$ cat src/rtl/bsg_cover_pkg.sv
// Shared types and constants for the bsg_cover drain path.
//
// Contents:
//   state_e          drain arbiter FSM states (IDLE, HEADER, STREAM)
//   bsg_cover_hdr_s  24-bit header beat {src, els, len}; the top zero-pads it
//                    up to the stream width
//   hdr_*_lsb_lp     bit offsets of the header fields, for downstream unpackers
//   safe_clog2       clog2 that never returns 0, so index ports stay >= 1 bit
package bsg_cover_pkg;

   localparam int hdr_len_lsb_lp = 0;
   localparam int hdr_els_lsb_lp = 8;
   localparam int hdr_src_lsb_lp = 16;
   localparam int hdr_width_lp   = 24;

   typedef enum logic [1:0] {
      IDLE,
      HEADER,
      STREAM
   } state_e;

   typedef struct packed {
      logic [7:0] src;
      logic [7:0] els;
      logic [7:0] len;
   } bsg_cover_hdr_s;

   function automatic int safe_clog2(input int n);
      return (n > 1) ? $clog2(n) : 1;
   endfunction

endpackage

$ cat src/rtl/bsg_arb_round_robin.sv
// Combinational round-robin picker.
//
// Ports:
//   reqs       in   width_p      request vector
//   start      in   lg_width_lp  first index to consider; the search wraps
//   grant_v    out  1            at least one request is present
//   grant_idx  out  lg_width_lp  first requesting index at or after start
//
// The caller owns the priority state: it passes in where the search should
// begin and holds on to the winner itself.
module bsg_arb_round_robin
   import bsg_cover_pkg::*;
#(
   parameter int width_p     = 4,
   parameter int lg_width_lp = safe_clog2(width_p)
) (
   input  logic [width_p-1:0]     reqs,
   input  logic [lg_width_lp-1:0] start,
   output logic                   grant_v,
   output logic [lg_width_lp-1:0] grant_idx
);

   // Walk the requesters once, starting at 'start' and wrapping; first hit wins.
   always_comb begin
      int cand;
      cand      = 0;
      grant_v   = 1'b0;
      grant_idx = '0;
      for (int i = 0; i < width_p; i++) begin
         cand = int'(start) + i;
         if (cand >= width_p) begin
            cand = cand - width_p;
         end
         if (!grant_v && reqs[cand[lg_width_lp-1:0]]) begin
            grant_v   = 1'b1;
            grant_idx = cand[lg_width_lp-1:0];
         end
      end
   end

endmodule

$ cat src/rtl/bsg_cover_drain_arbiter.sv
// Merges num_cover_p bsg_cover drain ports into one coverage stream.
// Each transaction owns the stream from its header to its last beat.
//
// Ports:
//   clk_i       in   1                      ds-domain clock
//   reset_n_i   in   1                      synchronous active-low reset
//   v_i         in   num_cover_p            per-requester beat valid
//   last_i      in   num_cover_p            per-requester final-beat flag
//   data_i      in   num_cover_p*out_width  per-requester data, slice k = requester k
//   els_i       in   num_cover_p*8          per-requester CAM entry count
//   len_i       in   num_cover_p*8          per-requester beats per entry
//   ready_o     out  num_cover_p            per-requester ready
//   v_o         out  1                      downstream valid
//   data_o      out  out_width_p            downstream data (header or pass-through)
//   last_o      out  1                      downstream final beat of a transaction
//   ready_i     in   1                      downstream ready
//   busy_o      out  1                      a transaction is in progress
//   err_o       out  1                      sticky beat-count mismatch
//   txn_cnt_o   out  16                     completed transactions, wrapping
module bsg_cover_drain_arbiter
   import bsg_cover_pkg::*;
#(
   parameter  int num_cover_p     = 4,
   parameter  int out_width_p     = 32,
   localparam int lg_num_cover_lp = safe_clog2(num_cover_p)
) (
   input  logic                             clk_i,
   input  logic                             reset_n_i,
   input  logic [num_cover_p-1:0]           v_i,
   input  logic [num_cover_p-1:0]           last_i,
   input  logic [num_cover_p*out_width_p-1:0] data_i,
   input  logic [num_cover_p*8-1:0]         els_i,
   input  logic [num_cover_p*8-1:0]         len_i,
   output logic [num_cover_p-1:0]           ready_o,
   output logic                             v_o,
   output logic [out_width_p-1:0]           data_o,
   output logic                             last_o,
   input  logic                             ready_i,
   output logic                             busy_o,
   output logic                             err_o,
   output logic [15:0]                      txn_cnt_o
);

   state_e                     state_q;
   logic [lg_num_cover_lp-1:0] grant_q;
   logic [lg_num_cover_lp-1:0] rr_q;
   logic [lg_num_cover_lp-1:0] rr_next;
   logic [lg_num_cover_lp-1:0] arb_idx;
   logic                       arb_v;
   logic [7:0]                 els_q;
   logic [7:0]                 len_q;
   logic [15:0]                expected_q;
   logic [15:0]                beat_cnt_q;
   logic [15:0]                beat_cnt_inc;
   logic [15:0]                txn_cnt_q;
   logic                       err_q;
   logic                       g_v;
   logic                       g_last;
   logic                       g_hs;
   bsg_cover_hdr_s             hdr;

   logic [out_width_p-1:0]     data_arr [num_cover_p];
   logic [7:0]                 els_arr  [num_cover_p];
   logic [7:0]                 len_arr  [num_cover_p];

   for (genvar k = 0; k < num_cover_p; k++) begin : g_unpack
      assign data_arr[k] = data_i[k*out_width_p +: out_width_p];
      assign els_arr[k]  = els_i[k*8 +: 8];
      assign len_arr[k]  = len_i[k*8 +: 8];
   end

   // rr_q holds the index the next search starts from, i.e. one past the last
   // grantee. Out of reset that is requester 0, so the first grant goes to 0.
   bsg_arb_round_robin #(
      .width_p     (num_cover_p),
      .lg_width_lp (lg_num_cover_lp)
   ) arb (
      .reqs      (v_i),
      .start     (rr_q),
      .grant_v   (arb_v),
      .grant_idx (arb_idx)
   );

   assign g_v          = v_i[grant_q];
   assign g_last       = last_i[grant_q];
   assign g_hs         = g_v & ready_i;
   assign beat_cnt_inc = (beat_cnt_q == 16'hFFFF) ? beat_cnt_q : beat_cnt_q + 16'd1;
   assign rr_next      = (grant_q == lg_num_cover_lp'(num_cover_p - 1)) ? '0 : grant_q + 1'b1;

   // Transaction FSM. The grant is taken only in IDLE and then held until the
   // owner's last beat, so late requests simply wait their turn.
   always_ff @(posedge clk_i) begin
      if (!reset_n_i) begin
         state_q    <= IDLE;
         rr_q       <= '0;
         grant_q    <= '0;
         els_q      <= '0;
         len_q      <= '0;
         expected_q <= '0;
         beat_cnt_q <= '0;
         err_q      <= 1'b0;
         txn_cnt_q  <= '0;
      end else begin
         case (state_q)
            IDLE: begin
               if (arb_v) begin
                  grant_q    <= arb_idx;
                  els_q      <= els_arr[arb_idx];
                  len_q      <= len_arr[arb_idx];
                  expected_q <= 16'(els_arr[arb_idx]) * 16'(len_arr[arb_idx]);
                  beat_cnt_q <= '0;
                  state_q    <= HEADER;
               end
            end
            HEADER: begin
               if (ready_i) begin
                  state_q <= STREAM;
               end
            end
            STREAM: begin
               if (g_hs) begin
                  beat_cnt_q <= beat_cnt_inc;
                  if (g_last) begin
                     if (beat_cnt_inc != expected_q) begin
                        err_q <= 1'b1;
                     end
                     txn_cnt_q <= txn_cnt_q + 16'd1;
                     rr_q      <= rr_next;
                     state_q   <= IDLE;
                  end
               end
            end
            default: state_q <= IDLE;
         endcase
      end
   end

   // Header beat fields; the zero pad above bit 23 comes from the width cast.
   always_comb begin
      hdr     = '0;
      hdr.src = 8'(grant_q);
      hdr.els = els_q;
      hdr.len = len_q;
   end

   // Downstream view. STREAM is a pure wire-through of the granted port so the
   // owner sees the consumer's ready in the same cycle. Everything is forced
   // quiet while reset is held so no beat can be consumed during reset.
   always_comb begin
      v_o     = 1'b0;
      data_o  = '0;
      last_o  = 1'b0;
      ready_o = '0;
      if (reset_n_i) begin
         case (state_q)
            HEADER: begin
               v_o    = 1'b1;
               data_o = out_width_p'(hdr);
            end
            STREAM: begin
               v_o              = g_v;
               data_o           = data_arr[grant_q];
               last_o           = g_last;
               ready_o[grant_q] = ready_i;
            end
            default: ;
         endcase
      end
   end

   assign busy_o    = reset_n_i && (state_q != IDLE);
   assign err_o     = err_q;
   assign txn_cnt_o = txn_cnt_q;

endmodule
$ cat config.mk
export PLATFORM = sky130hd
export DESIGN_NAME = bsg_cover_drain_arbiter
export DESIGN_NICKNAME = d
export VERILOG_FILES = /design/src/rtl/bsg_cover_pkg.sv /design/src/rtl/bsg_arb_round_robin.sv /design/src/rtl/bsg_cover_drain_arbiter.sv
export SDC_FILE = /design/constraint.sdc
export NUM_CORES = 1
export LEC_CHECK = 0
export BUFFER_PORTS_ARGS = -buffer_cell sky130_fd_sc_hd__buf_4
export CAP_MARGIN = 5
export CORE_MARGIN = 2
export CORE_UTILIZATION = 45
export CTS_CLUSTER_DIAMETER = 100
export DETAILED_ROUTE_END_ITERATION = 12
export MAX_ROUTING_LAYER = met4
export PLACE_DENSITY_LB_ADDON = 0.08
export SETUP_SLACK_MARGIN = 0.2
export SKIP_CTS_REPAIR_TIMING = 1
export SYNTH_ARGS = -nofsm -noshare
export SYNTH_HDL_FRONTEND = slang
export SYNTH_SLANG_ARGS = --single-unit
$ cat constraint.sdc
create_clock -name clk_i -period 8.3 [get_ports clk_i]
set_clock_uncertainty 0.2 [all_clocks]
set_input_delay 0.83 -clock clk_i [delete_from_list [all_inputs] [get_ports clk_i]]
set_output_delay 0.83 -clock clk_i [all_outputs]
set_load 0.02 [all_outputs]
==> results.cfg <==
[sta]
finalSetupTns_ps = 0
slew_violations = 0
timing.final.crit_share = 0.814
setup_viol_count_final = 0
hold_viol = 0
hold_slack_ps = 298
max_freq_mhz = 148
worst_pin_slew_ps = 1160
rsz0062_at_grt = false
layout_min_cycle_time_ps = 6760
slew_headroom = 0.223

[drt]
antenna_left = 0
routed_wirelength_mm = 22.5
drtIter0Drc = 402
wl_per_cell_um = 17.2
drtPass1Iterations = 4
vias = 7077
drc = 0
routed_via_density = 5.39

[floorplan]
fp.dieArea_um2 = 17800
initial_core_util = 0.458
rows = 47
die_w_um = 133
core-area_um2 = 16500
ioPinCount = 259
dieHeight_um = 133

[power]
power.total_mw = 2.35
p_leak_nw = 4.48
powerDensity_nw_per_um2 = 238
irDropWorstVdd_mv = 0.136

[global_routing]
antenna_found_initial = 0
grtUsageTotal = 0.251
grt-ovfl-total = 0
grt_pass1_wl_mm = 34.9
grt_pass1_vias = 6804
grt_max_degree = 79

[setup_path]
cp_num_buf_inv = 5
r2r-start = rr_q[1]$_SDFFE_PN0P_
crit_family = adder cells
cpMostUsedCell = fa_1
reg2reg_slack_ps = 1710
slowest_delay_ps = 550
cp.arrival_ps = 6800
crit_slowest_cell = fa_1
path_class = in -> reg
rr_endpoint = expected_q[15]$_SDFFE_PN0P_
cp-end-kind = flop
path_cells = buf_4 -> nand2b_1 -> a21oi_1 -> nor4_4 -> buf_4 -> mux2i_1 -> mux2_2 -> or2_2 -> fa_1 -> fa_1 -> inv_1 -> fa_1 -> inv_1 -> fa_1 -> inv_1 -> ha_1 -> a21boi_0 -> o41a_1 -> a41o_1 -> o2111ai_1 -> nor4bb_1
reg2reg_depth = 20
cp_max_fo = 32
crit_path_start_kind = input port
crit_required_ps = 8340

[finish]
nNetsFinal = 1373
regArea_um2 = 1420
multiInputGateArea_um2 = 5660
num-fill-cells = 1526
final_util = 0.601
layout_commonest_cell = buf_4
diodes = 0
syn_to_final_growth_pct = 31.4
layout_common_cells = buf_4 (263), nor2_1 (73), dfxtp_1 (69), inv_1 (65), nand2_1 (59)
drive_above_1_share = 0.331

[cts]
cts_num_sinks = 71
clk-insertion-delay-late_ps = 340
cts_made_buffers = 9
cts-root-buf = clkbuf_16
htree_levels = 3
clk_pin_slew_ps = 60
tritoncts = done
clk_path_buf_depth = 2

[worst_hold_path]
min_to = expected_q[2]$_SDFFE_PN0P_
min-delay-path-class = reg -> reg
holdPathStages = 2
worst_hold_startpoint = expected_q[2]$_SDFFE_PN0P_

[yosys]
synth_edf_count = 0
async_reset_ff_frac = 0
syn_area_per_cell_um2 = 8.73
synth_ff_type = dfxtp_1
synthesis.nets = 1149
yosys_register_bits = 71
ys_warn_count = 0
syn-cell-area_um2 = 7540
ys_seq_area_frac = 0.189
ys_types = 66
netlist_instances = 864

[placed_design]
gp_congestion = 0.860
io_buffers = 258
dpl.hpwl_mm = 18.0

[run]
max-cap-violations = 0

[status]
status = finished clean
-- worst max-delay path by stage --
stage | start | to | slack [ps] | cells after the start
floorplan | v_i[3] | expected_q[15]$_SDFFE_PN0P_ | 1740 | 19
global placement | v_i[1] | expected_q[15]$_SDFFE_PN0P_ | 1360 | 21
global route | v_i[1] | expected_q[15]$_SDFFE_PN0P_ | 1290 | 21
finish | v_i[1] | expected_q[15]$_SDFFE_PN0P_ | 1540 | 21
CTS | v_i[1] | expected_q[15]$_SDFFE_PN0P_ | 1540 | 21
detailed placement | v_i[1] | expected_q[15]$_SDFFE_PN0P_ | 1200 | 21
-- cells in the mapped netlist (8+ instances only) --
| cell | number | share of area |
|---|---|---|
| a21boi_0 | 12 | 0.012 |
| a21o_1 | 8 | 0.0080 |
| a21oi_1 | 34 | 0.023 |
| a22o_1 | 16 | 0.019 |
| a31oi_1 | 8 | 0.0066 |
| and2_1 | 58 | 0.048 |
| and3_1 | 8 | 0.0066 |
| buf_2 | 12 | 0.0080 |
| clkbuf_1 | 25 | 0.012 |
| dfxtp_1 | 71 | 0.19 |
| fa_1 | 36 | 0.096 |
| ha_1 | 46 | 0.076 |
| inv_1 | 65 | 0.032 |
| mux2_2 | 17 | 0.025 |
| mux2i_1 | 43 | 0.057 |
| mux4_2 | 32 | 0.096 |
| nand2_1 | 59 | 0.029 |
| nand3_1 | 19 | 0.013 |
| nand4_1 | 10 | 0.0083 |
| nor2_1 | 73 | 0.036 |
| nor2b_1 | 16 | 0.013 |
| nor3_1 | 12 | 0.0080 |
| nor4_1 | 9 | 0.0075 |
| o21ai_0 | 43 | 0.029 |
| or2_2 | 17 | 0.014 |
| xnor2_1 | 25 | 0.029 |
| xor2_1 | 13 | 0.015 |
-- logic make-up after synthesis --
group	after synthesis	share of synthesized area
and+or+nand+nor	312	0.221
AOI/OAI and AO/OA	154	0.134
buffers and inverters	115	0.0624
muxes	92	0.178
adders and majority gates	82	0.172
DFF	71	0.189
xor gates and xnor gates	38	0.0441
-- stage by stage --
stage               area (um2)  setup WS [ps]  instances
floorplan                 7540           1740        864
global placement          9570           1360       1297
detailed placement        9570           1200       1297
CTS                       9900           1540       1313
global route              9900           1290       1313
finish                    9900           1540       1313
-- layer usage --
layer / wire length, um / GRT usage / vias to the layer above
met5: 0 / - / -
met4: 362 / 0.0644 / 0
met3: 1070 / 0.0327 / 30
met2: 11100 / 0.411 / 238
met1: 10000 / 0.330 / 3331
li1: - / - / 3478
-- registers in the layout, summed over array words and instances (netlist names), 2 cells and up --
name	cells
expected_q	16
txn_cnt_o	16
els_q	8
rr_q	2
len_q	8
beat_cnt_q	16
grant_q	2
state_q	2
-- power by group --
part           internal [mW]  total [mW]  leakage, nW  switching [mW]
combinational          0.677        1.46         3.74           0.785
clock                  0.273       0.428        0.159           0.155
sequential             0.402       0.462        0.580          0.0606
-- final cells by class --
type	count	share of cell area
clock buffer	10	0.0241
multi-input combinational	678	0.571
tap	220	0.0278
clock inverter	6	0.00910
timing repair buffer	263	0.199
inverter	65	0.0246
sequential	71	0.144
-- worst register-to-register path: stages (launching register included) --
cell and delay, ps:
dfxtp_1 460, mux2i_1 220, nor2_1 90, nor4_4 200, buf_4 490, mux2i_1 180
mux2_2 370, or2_2 340, fa_1 520, fa_1 550, inv_1 60, fa_1 530
inv_1 50, fa_1 530, inv_1 40, ha_1 340, a21boi_0 180, o41a_1 390
a41o_1 280, o2111ai_1 160, nor4bb_1 300
No activity file was read; power rests on OpenSTA's default activity.
